File: src/rtl/uart_rx_fifo.sv
// UART receiver with 3-sample majority voting, parity/framing/break
// detection and a show-ahead frame FIFO for the host command parser.
module uart_rx_fifo #(
    parameter int CLKS_PER_BIT = 868,
    parameter int DATA_BITS    = 8,
    parameter int PARITY       = 0,
    parameter int STOP_BITS    = 1,
    parameter int FIFO_DEPTH   = 4
) (
    input  logic                          i_Clock,
    input  logic                          i_Rst_L,
    input  logic                          i_RX_Serial,
    input  logic                          i_RX_Rd,
    output logic                          o_RX_DV,
    output logic [DATA_BITS-1:0]          o_RX_Data,
    output logic                          o_Parity_Err,
    output logic                          o_Frame_Err,
    output logic                          o_Overrun,
    output logic                          o_Break,
    output logic [$clog2(FIFO_DEPTH):0]   o_Fifo_Count
);

    localparam int CW   = $clog2(CLKS_PER_BIT);
    localparam int H    = CLKS_PER_BIT / 2;
    localparam int BW   = $clog2(DATA_BITS);
    localparam int PW   = $clog2(FIFO_DEPTH);
    localparam int CNTW = PW + 1;
    localparam int EW   = DATA_BITS + 2;

    localparam logic [CW-1:0] C_HM1  = CW'(H - 1);
    localparam logic [CW-1:0] C_H    = CW'(H);
    localparam logic [CW-1:0] C_HP1  = CW'(H + 1);
    localparam logic [CW-1:0] C_LAST = CW'(CLKS_PER_BIT - 1);
    localparam logic [BW-1:0] B_LAST = BW'(DATA_BITS - 1);
    localparam logic          S_LAST = 1'(STOP_BITS - 1);
    localparam logic [CNTW-1:0] C_FULL = CNTW'(FIFO_DEPTH);

    typedef enum logic [2:0] {
        S_IDLE,
        S_START,
        S_DATA,
        S_PARITY,
        S_STOP,
        S_BWAIT
    } state_t;

    state_t state_q;
    state_t state_d;

    logic                 rx_meta;
    logic                 rx_s;
    logic [CW-1:0]        cnt;
    logic                 smp0;
    logic                 smp1;
    logic                 maj;
    logic                 at_dec;
    logic                 at_wrap;
    logic [BW-1:0]        bit_idx;
    logic                 stop_idx;
    logic [DATA_BITS-1:0] shreg;
    logic                 par_err;
    logic                 frm_err;
    logic                 all_zero;

    logic                 frame_done;
    logic                 is_brk;
    logic                 fe_now;
    logic                 par_calc;
    logic                 cnt_clr;
    logic                 dec_bit;

    logic                 push_req;
    logic [EW-1:0]        push_word;
    logic                 brk_q;

    logic [EW-1:0]        mem [FIFO_DEPTH];
    logic [PW-1:0]        wr_ptr;
    logic [PW-1:0]        rd_ptr;
    logic [CNTW-1:0]      count;
    logic                 ovr_q;
    logic                 full;
    logic                 do_pop;
    logic                 do_push;
    logic [EW-1:0]        head;

    assign at_dec  = (cnt == C_HP1);
    assign at_wrap = (cnt == C_LAST);
    assign maj     = (smp0 & smp1) | (smp0 & rx_s) | (smp1 & rx_s);

    // Two-flop synchroniser for the asynchronous RX pin, idling high
    always_ff @(posedge i_Clock) begin
        if (i_Rst_L) begin
            rx_meta <= 1'b1;
            rx_s    <= 1'b1;
        end else begin
            rx_meta <= i_RX_Serial;
            rx_s    <= rx_meta;
        end
    end

    // Receiver state register
    always_ff @(posedge i_Clock) begin
        if (i_Rst_L) state_q <= S_IDLE;
        else         state_q <= state_d;
    end

    // Next-state logic: bit decisions at H+1, bit advance at count wrap
    always_comb begin
        state_d = state_q;
        case (state_q)
            S_IDLE: begin
                if (!rx_s) state_d = S_START;
            end
            S_START: begin
                if (at_dec && maj)  state_d = S_IDLE;
                else if (at_wrap)   state_d = S_DATA;
            end
            S_DATA: begin
                if (at_wrap && bit_idx == B_LAST)
                    state_d = (PARITY != 0) ? S_PARITY : S_STOP;
            end
            S_PARITY: begin
                if (at_wrap) state_d = S_STOP;
            end
            S_STOP: begin
                if (at_dec && stop_idx == S_LAST)
                    state_d = is_brk ? S_BWAIT : S_IDLE;
            end
            S_BWAIT: begin
                if (rx_s) state_d = S_IDLE;
            end
            default: state_d = S_IDLE;
        endcase
    end

    // Frame-level strobes derived from the current state and bit decision
    always_comb begin
        frame_done = (state_q == S_STOP) && at_dec && (stop_idx == S_LAST);
        is_brk     = all_zero && !maj;
        fe_now     = frm_err || !maj;
        par_calc   = (PARITY == 2) ? (^{shreg, maj}) : !(^{shreg, maj});
        dec_bit    = at_dec && ((state_q == S_DATA) ||
                                (state_q == S_PARITY) ||
                                (state_q == S_STOP));
        cnt_clr    = (state_q == S_IDLE) || (state_q == S_BWAIT) ||
                     (state_d == S_IDLE) || at_wrap;
    end

    // Bit timing, sampling, shift register and error accumulation
    always_ff @(posedge i_Clock) begin
        if (i_Rst_L) begin
            cnt       <= '0;
            smp0      <= 1'b1;
            smp1      <= 1'b1;
            bit_idx   <= '0;
            stop_idx  <= 1'b0;
            shreg     <= '0;
            par_err   <= 1'b0;
            frm_err   <= 1'b0;
            all_zero  <= 1'b1;
            push_req  <= 1'b0;
            push_word <= '0;
            brk_q     <= 1'b0;
        end else begin
            push_req <= frame_done;
            brk_q    <= frame_done && is_brk;
            if (frame_done)
                push_word <= {fe_now, par_err, shreg};
            cnt <= cnt_clr ? '0 : cnt + CW'(1);
            if (cnt == C_HM1) smp0 <= rx_s;
            if (cnt == C_H)   smp1 <= rx_s;
            if (state_q == S_IDLE) begin
                bit_idx  <= '0;
                stop_idx <= 1'b0;
                par_err  <= 1'b0;
                frm_err  <= 1'b0;
                all_zero <= 1'b1;
            end
            if (state_q == S_DATA && at_dec)
                shreg <= {maj, shreg[DATA_BITS-1:1]};
            if (state_q == S_DATA && at_wrap)
                bit_idx <= bit_idx + BW'(1);
            if (dec_bit && maj)
                all_zero <= 1'b0;
            if (state_q == S_PARITY && at_dec)
                par_err <= par_calc;
            if (state_q == S_STOP && at_dec && !maj)
                frm_err <= 1'b1;
            if (state_q == S_STOP && at_wrap)
                stop_idx <= stop_idx + 1'b1;
        end
    end

    assign full    = (count == C_FULL);
    assign do_pop  = i_RX_Rd && (count != '0);
    assign do_push = push_req && (!full || do_pop);

    // FIFO pointers, occupancy and overrun pulse
    always_ff @(posedge i_Clock) begin
        if (i_Rst_L) begin
            wr_ptr <= '0;
            rd_ptr <= '0;
            count  <= '0;
            ovr_q  <= 1'b0;
        end else begin
            ovr_q <= push_req && full && !do_pop;
            if (do_push) wr_ptr <= wr_ptr + PW'(1);
            if (do_pop)  rd_ptr <= rd_ptr + PW'(1);
            case ({do_push, do_pop})
                2'b10:   count <= count + CNTW'(1);
                2'b01:   count <= count - CNTW'(1);
                default: count <= count;
            endcase
        end
    end

    // Frame storage; contents are only visible while non-empty
    always_ff @(posedge i_Clock) begin
        if (!i_Rst_L && do_push)
            mem[wr_ptr] <= push_word;
    end

    assign head         = mem[rd_ptr];
    assign o_RX_DV      = (count != '0);
    assign o_RX_Data    = o_RX_DV ? head[DATA_BITS-1:0] : '0;
    assign o_Parity_Err = o_RX_DV ? head[DATA_BITS]     : 1'b0;
    assign o_Frame_Err  = o_RX_DV ? head[DATA_BITS+1]   : 1'b0;
    assign o_Overrun    = ovr_q;
    assign o_Break      = brk_q;
    assign o_Fifo_Count = count;

endmodule

File: config.mk
export PLATFORM = sky130hd
export DESIGN_NAME = uart_rx_fifo
export DESIGN_NICKNAME = d
export VERILOG_FILES = /design/src/rtl/uart_rx_fifo.sv
export SDC_FILE = /design/constraint.sdc
export NUM_CORES = 1
export LEC_CHECK = 0
export CORE_MARGIN = 2
export CORE_UTILIZATION = 56
export CTS_BUF_LIST = sky130_fd_sc_hd__clkbuf_4
export CTS_CLUSTER_SIZE = 8
export DETAILED_ROUTE_END_ITERATION = 8
export PLACE_DENSITY = 0.8
export RECOVER_POWER = 100
export REMOVE_ABC_BUFFERS = 1
export SYNTH_ARGS = -nofsm -noshare
export SYNTH_HDL_FRONTEND = slang
export SYNTH_SLANG_ARGS = --single-unit
File: constraint.sdc
create_clock -name i_Clock -period 2.5 [get_ports i_Clock]
set_input_delay 0.375 -clock i_Clock [delete_from_list [all_inputs] [get_ports i_Clock]]
set_output_delay 0.375 -clock i_Clock [all_outputs]
set_load 0.02 [all_outputs]
==> Word-level counts from Yosys, hierarchy flattened <==
Memories as Yosys holds them, arrays and structs flattened. A register that Yosys moved wholly into a read port is not among the register bits.
Index checks and enable logic that the tools add are counted.
{ "totals": {"reg_bits": 52, "latchBits": 0, "ram_bits": 40, "romBits": 0, "inputBits": 4, "out_inout_bits": 16, "elab_cells": 113, "mem_count": 1} }
{ "mem_list": {"columns": ["memory", "words", "word_bits", "rd", "rd_ports_with_merged_regs", "wr", "line", "rtl"], "rows": [
  ["mem", 4, 10, 1, 1, 1, "76", "logic [EW-1:0] mem [FIFO_DEPTH];"]
]} }
{ "op_classes": {"add_sub_neg": 7, "multipliers": 0, "div": 0, "order_cmp": 0, "eq_ne": 13, "shifts": 0, "mux": 25, "n_bitwise": 6, "n_reduce_logical": 42} }
{ "op_table": {"columns": ["op", "n"], "rows": [
  ["10-bit by 9-bit == test with 1-bit output, second input constant", 3],
  ["3-bit 2-to-1 mux", 10],
  ["1-bit logical AND", 19],
  ["3-bit case mux with 6 select lines", 1],
  ["3-bit == test, second input constant", 4],
  ["2-bit nonzero test", 6],
  ["10-bit by 1-bit adder with 10-bit output, second input constant", 1],
  ["10-bit == test, second input constant", 1],
  ["1-bit 2-to-1 mux", 10],
  ["9-bit XOR reduction", 1],
  ["8-bit 2-to-1 mux", 1],
  ["1-bit logical OR", 7],
  ["3-bit by 1-bit adder with 3-bit output, second input constant", 2],
  ["3-bit by 2-bit == test with 1-bit output, second input constant", 2],
  ["3-bit logical NOT", 2],
  ["3-bit case mux with 2 select lines", 1],
  ["1-bit logical NOT", 5],
  ["2-bit by 1-bit adder with 2-bit output, second input constant", 2],
  ["2-bit 2-to-1 mux", 2],
  ["1-bit bitwise AND", 3],
  ["3-bit by 1-bit == test with 1-bit output, second input constant", 1],
  ["3-bit nonzero test", 1],
  ["3-bit by 1-bit subtractor with 3-bit output, second input constant", 1],
  ["2-bit by 1-bit == test with 1-bit output, second input constant", 1],
  ["5 further kinds", 6]
]} }

==> Longest topological paths before layout <==
{ "depth": {"word_depth": 12, "ltp_mapped": 8, "depth_no_buf": 8} }

==> Worst setup path after synthesis <==
No wires, ideal clock.
{ "synth_path": {"kind": "register to register", "from": "register cnt[0]", "to": "register cnt[4]", "setup_time_ns": 0.137, "arrival_ns": 2.291, "path_slack_ns": 0.072, "stages_incl_launch_ff": 8, "n_path_buf": 1, "cell_sequence": "dfxtp_1 > ha_1 > or3b_1 > or4b_1 > buf_2 > o31a_1 > nor3_4 > a211oi_1"} }
{ "synth_via": {"elab_chain_cells": 8, "word_cells_on_any_way": 16, "cone_classes": "1 x add/sub; 2 x eq/ne; 6 x mux; 7 x reduce/logical"} }
{ "synth_rtl": {"columns": ["item", "line", "rtl"], "rows": [
  ["start, declared", "52", "logic [CW-1:0] cnt;"],
  ["start signal, assigned", "169", "cnt <= cnt_clr ? '0 : cnt + CW'(1);"],
  ["10-bit == test / 10-bit by 9-bit == test with 1-bit output (equally long branches)", "87, 86", null],
  ["3-bit 2-to-1 mux (tied with other cells)", "116", "else if (at_wrap) state_d = S_DATA;"],
  ["3-bit 2-to-1 mux, on equally long branches", "115, 119, 126", null],
  ["3-bit case mux with 6 select lines", "110", "case (state_q)"],
  ["3-bit logical NOT", "146", "(state_d == S_IDLE) || at_wrap;"],
  ["1-bit logical OR", "145", "cnt_clr = (state_q == S_IDLE) || (state_q == S_BWAIT) ||"],
  ["1-bit logical OR", "146", null],
  ["2-bit OR reduction (no line)", null, null]
]} }
Several ways; a longest one is shown, not always the timed one.
A chain may end at the register's enable or synchronous reset.

==> Worst setup path in the final report <==
{ "layout_path": {"from": "register cnt[1]", "to": "register push_word[7]"} }
{ "layout_via": {"elab_chain_cells": 3} }
{ "layout_rtl": {"columns": ["item", "line", "rtl"], "rows": [
  ["10-bit by 9-bit == test with 1-bit output", "86", "assign at_dec = (cnt == C_HP1);"],
  ["1-bit logical AND (2 in series)", "138", "frame_done = (state_q == S_STOP) && at_dec && (stop_idx == S_LAST);"],
  ["end signal, assigned", "168", "push_word <= {fe_now, par_err, shreg};"],
  ["end, declared", "73", "logic [EW-1:0] push_word;"]
]} }
No other way between the ends.

==> results.json <==
{
  "outcome": "complete, no violations",
  "clock_skew_ps": 10.8,
  "critPathCapture": "push_word[7]$_SDFFE_PP0P_",
  "drt_iter0_markers": 142,
  "vias_per_cell": 5.43,
  "synthArstFlopShare_pct": 0,
  "crit_start": "cnt[1]$_SDFF_PP0_",
  "relSlewSlack_pct": 52.5,
  "wl_mm": 7.04,
  "diodes": 0,
  "grt_pass1_vias": 2434,
  "grt_max_degree": 24,
  "root_buffer": "clkbuf_4",
  "power_density_nw_per_um2": 534,
  "numCtsBuffers": 9,
  "cts.htree.levels": 3,
  "cts_sinks": 94,
  "dieArea_sq_um": 7900,
  "avgRoutedWirePerCell_microns": 14.6,
  "reg2regPathDepth": 8,
  "drive_above_1_share_pct": 12.4,
  "final_common_cell": "dfxtp_1",
  "cp.required_ps": 2840,
  "synthFlopType": "dfxtp_1",
  "start_util_pct": 58.7,
  "worst_slew_pin_slew_ps": 712,
  "p_leak_nw": 1.69,
  "hold_viol": 0,
  "clockBufferDepth": 2,
  "hold_class": "flip-flop to flip-flop",
  "vias": 2617,
  "maxCapViolCount": 0,
  "hold_slack_ps": 429,
  "synth_edf_count": 40,
  "ys_types": 47,
  "drc_errors": 0,
  "max_freq_mhz": 415,
  "final_nets": 395,
  "first_pass_iters": 4,
  "arrival_ps": 2750,
  "syn_area_per_cell_sq_um": 11.6,
  "rows": 30,
  "ioPinCount": 20,
  "core_sq_um": 6870,
  "clk_pin_slew_ps": 130,
  "reg2reg_to": "push_word[7]$_SDFFE_PP0P_",
  "rrSetupSlack_ps": 90,
  "cp-start-kind": "flip-flop",
  "die_y_microns": 88.9,
  "ir_drop_uv": 262,
  "setup-tns-final_ps": 0,
  "track_usage_pct": 19.2,
  "layout_common_cells": "dfxtp_1, edfxtp_1, nor2_1",
  "grt_overflow": 0,
  "setup_violations": 0,
  "fin_ws_ps": 88.0,
  "place_hpwl_mm": 4.81,
  "ant_nets": 0,
  "portBuffers": 19,
  "finalPower_w": 0.00244,
  "antenna_found_initial": 0,
  "dp_slack_ps": 124,
  "syn_inst": 347,
  "cts_tree": "built",
  "ys_ff_latch": 94,
  "period_minus_slack_ps": 2410,
  "fin_crit_sh_pct": 96.5,
  "r2r-start": "cnt[1]$_SDFF_PP0_",
  "crit_fanout": 7,
  "endpoint_kind": "flip-flop",
  "place_congestion": 0.856,
  "grt_pass1_wl_mm": 11.5,
  "insertion_delay_ps": 440,
  "slew_violations": 0,
  "synthesis.area_sq_um": 4040,
  "seq_area_frac_synth_pct": 56.6,
  "die_x_microns": 88.9,
  "yosysWarnings": 0,
  "critPathKind": "flip-flop to flip-flop",
  "syn_to_final_growth_pct": 13.2
}
worst max-delay path: stages, from the launching register on:
cell      delay [ps]
dfxtp_1          360
ha_1             160
or3b_4           400
or4b_1           570
buf_4            190
nor3_4           160
clkbuf_4         230
mux2i_1          200
nor2_1            50
how the worst min path moves through the flow:
stage,startpoint,end,cells past startpoint,slack [ps]
finish,rx_meta$_SDFF_PP1_,rx_s$_SDFF_PP1_,1,430
global route,rx_meta$_SDFF_PP1_,rx_s$_SDFF_PP1_,1,440
CTS,rx_meta$_SDFF_PP1_,rx_s$_SDFF_PP1_,1,430
detailed placement,rx_meta$_SDFF_PP1_,rx_s$_SDFF_PP1_,1,400
global placement,rx_meta$_SDFF_PP1_,rx_s$_SDFF_PP1_,1,390
floorplan,rx_meta$_SDFF_PP1_,rx_s$_SDFF_PP1_,1,390
repair_timing:
item	CTS	global route
hold buffers	0	0
pin swaps	0	1
setup buffers	0	1
cloned	0	1
endpoints found under the setup margin	10	17
gates resized for setup	11	5
flip-flops by register name (all words and copies together) (netlist names), 2 cells and up, named ones only:
signal        cells
mem              40
cnt              10
push_word        10
shreg             8
bit_idx           3
o_Fifo_Count      3
state_q           3
rd_ptr            2
wr_ptr            2
Yosys cell counts, drive strengths merged, types with 3 or more instances:
cell type	instances	area share, %
mux2i	17	4.2
o211ai	3	0.56
a21oi	15	1.9
nor3	6	1.0
a311oi	3	0.65
o21ai	3	0.37
nor2	39	3.6
clkbuf	13	1.2
and3	4	0.62
ha	9	2.8
xnor2	12	2.6
xor2	10	2.2
dfxtp	54	27
edfxtp	40	30
or2	4	0.62
buf	3	0.40
inv	9	0.84
nand3b	4	0.74
mux4	10	5.6
nand2b	5	0.78
nand2	22	2.0
a211oi	3	0.56
and2	19	2.9
or3	4	0.62
nand3	13	1.6
metrics by stage:
| stage | util [%] | cells | instance area [sq um] |
|---|---|---|---|
| after detailed placement | 64.4 | 464 | 4420 |
| after CTS | 66.2 | 480 | 4550 |
| after global placement | 64.4 | 464 | 4420 |
| after global routing | 66.5 | 482 | 4570 |
| final | 66.5 | 482 | 4570 |
| after floorplan | - | 331 | 3970 |
kinds of logic after synthesis:
kind of cell	count (synthesis)	share of synthesized area, %
xor+xnor	22	4.78
mux	27	9.80
flops	94	56.6
simple gates	132	17.0
compound gates	36	5.86
buf+inv	25	2.45
fa+ha+maj	11	3.53
report_power, final:
group / switching [W] / internal, W / total (W)
clock: 0.000490 / 0.000315 / 0.000805
combinational: 0.0000289 / 0.0000155 / 0.0000444
sequential: 0.00000250 / 0.00159 / 0.00159
metal layers:
| metal | vias to the layer above | global-route usage, % | wire length, microns |
|---|---|---|---|
| met2 | 36 | 31.5 | 3580 |
| met4 | 0 | 8.82 | 132 |
| met5 | - | 0 | 0 |
| met3 | 14 | 3.36 | 171 |
| met1 | 1254 | 24.9 | 3160 |
| li1 | 1313 | - | - |
area by class of cell:
cell class	instances	area, sq um
fillers	544	2300
flip-flops and latches	94	2280
multi-input cells	228	1670
repair buffers	39	325
well taps	96	120
clock buffers	10	75.1
clock inverters	6	61.3
inverters	9	33.8
Power figures use the tool's default switching activity.
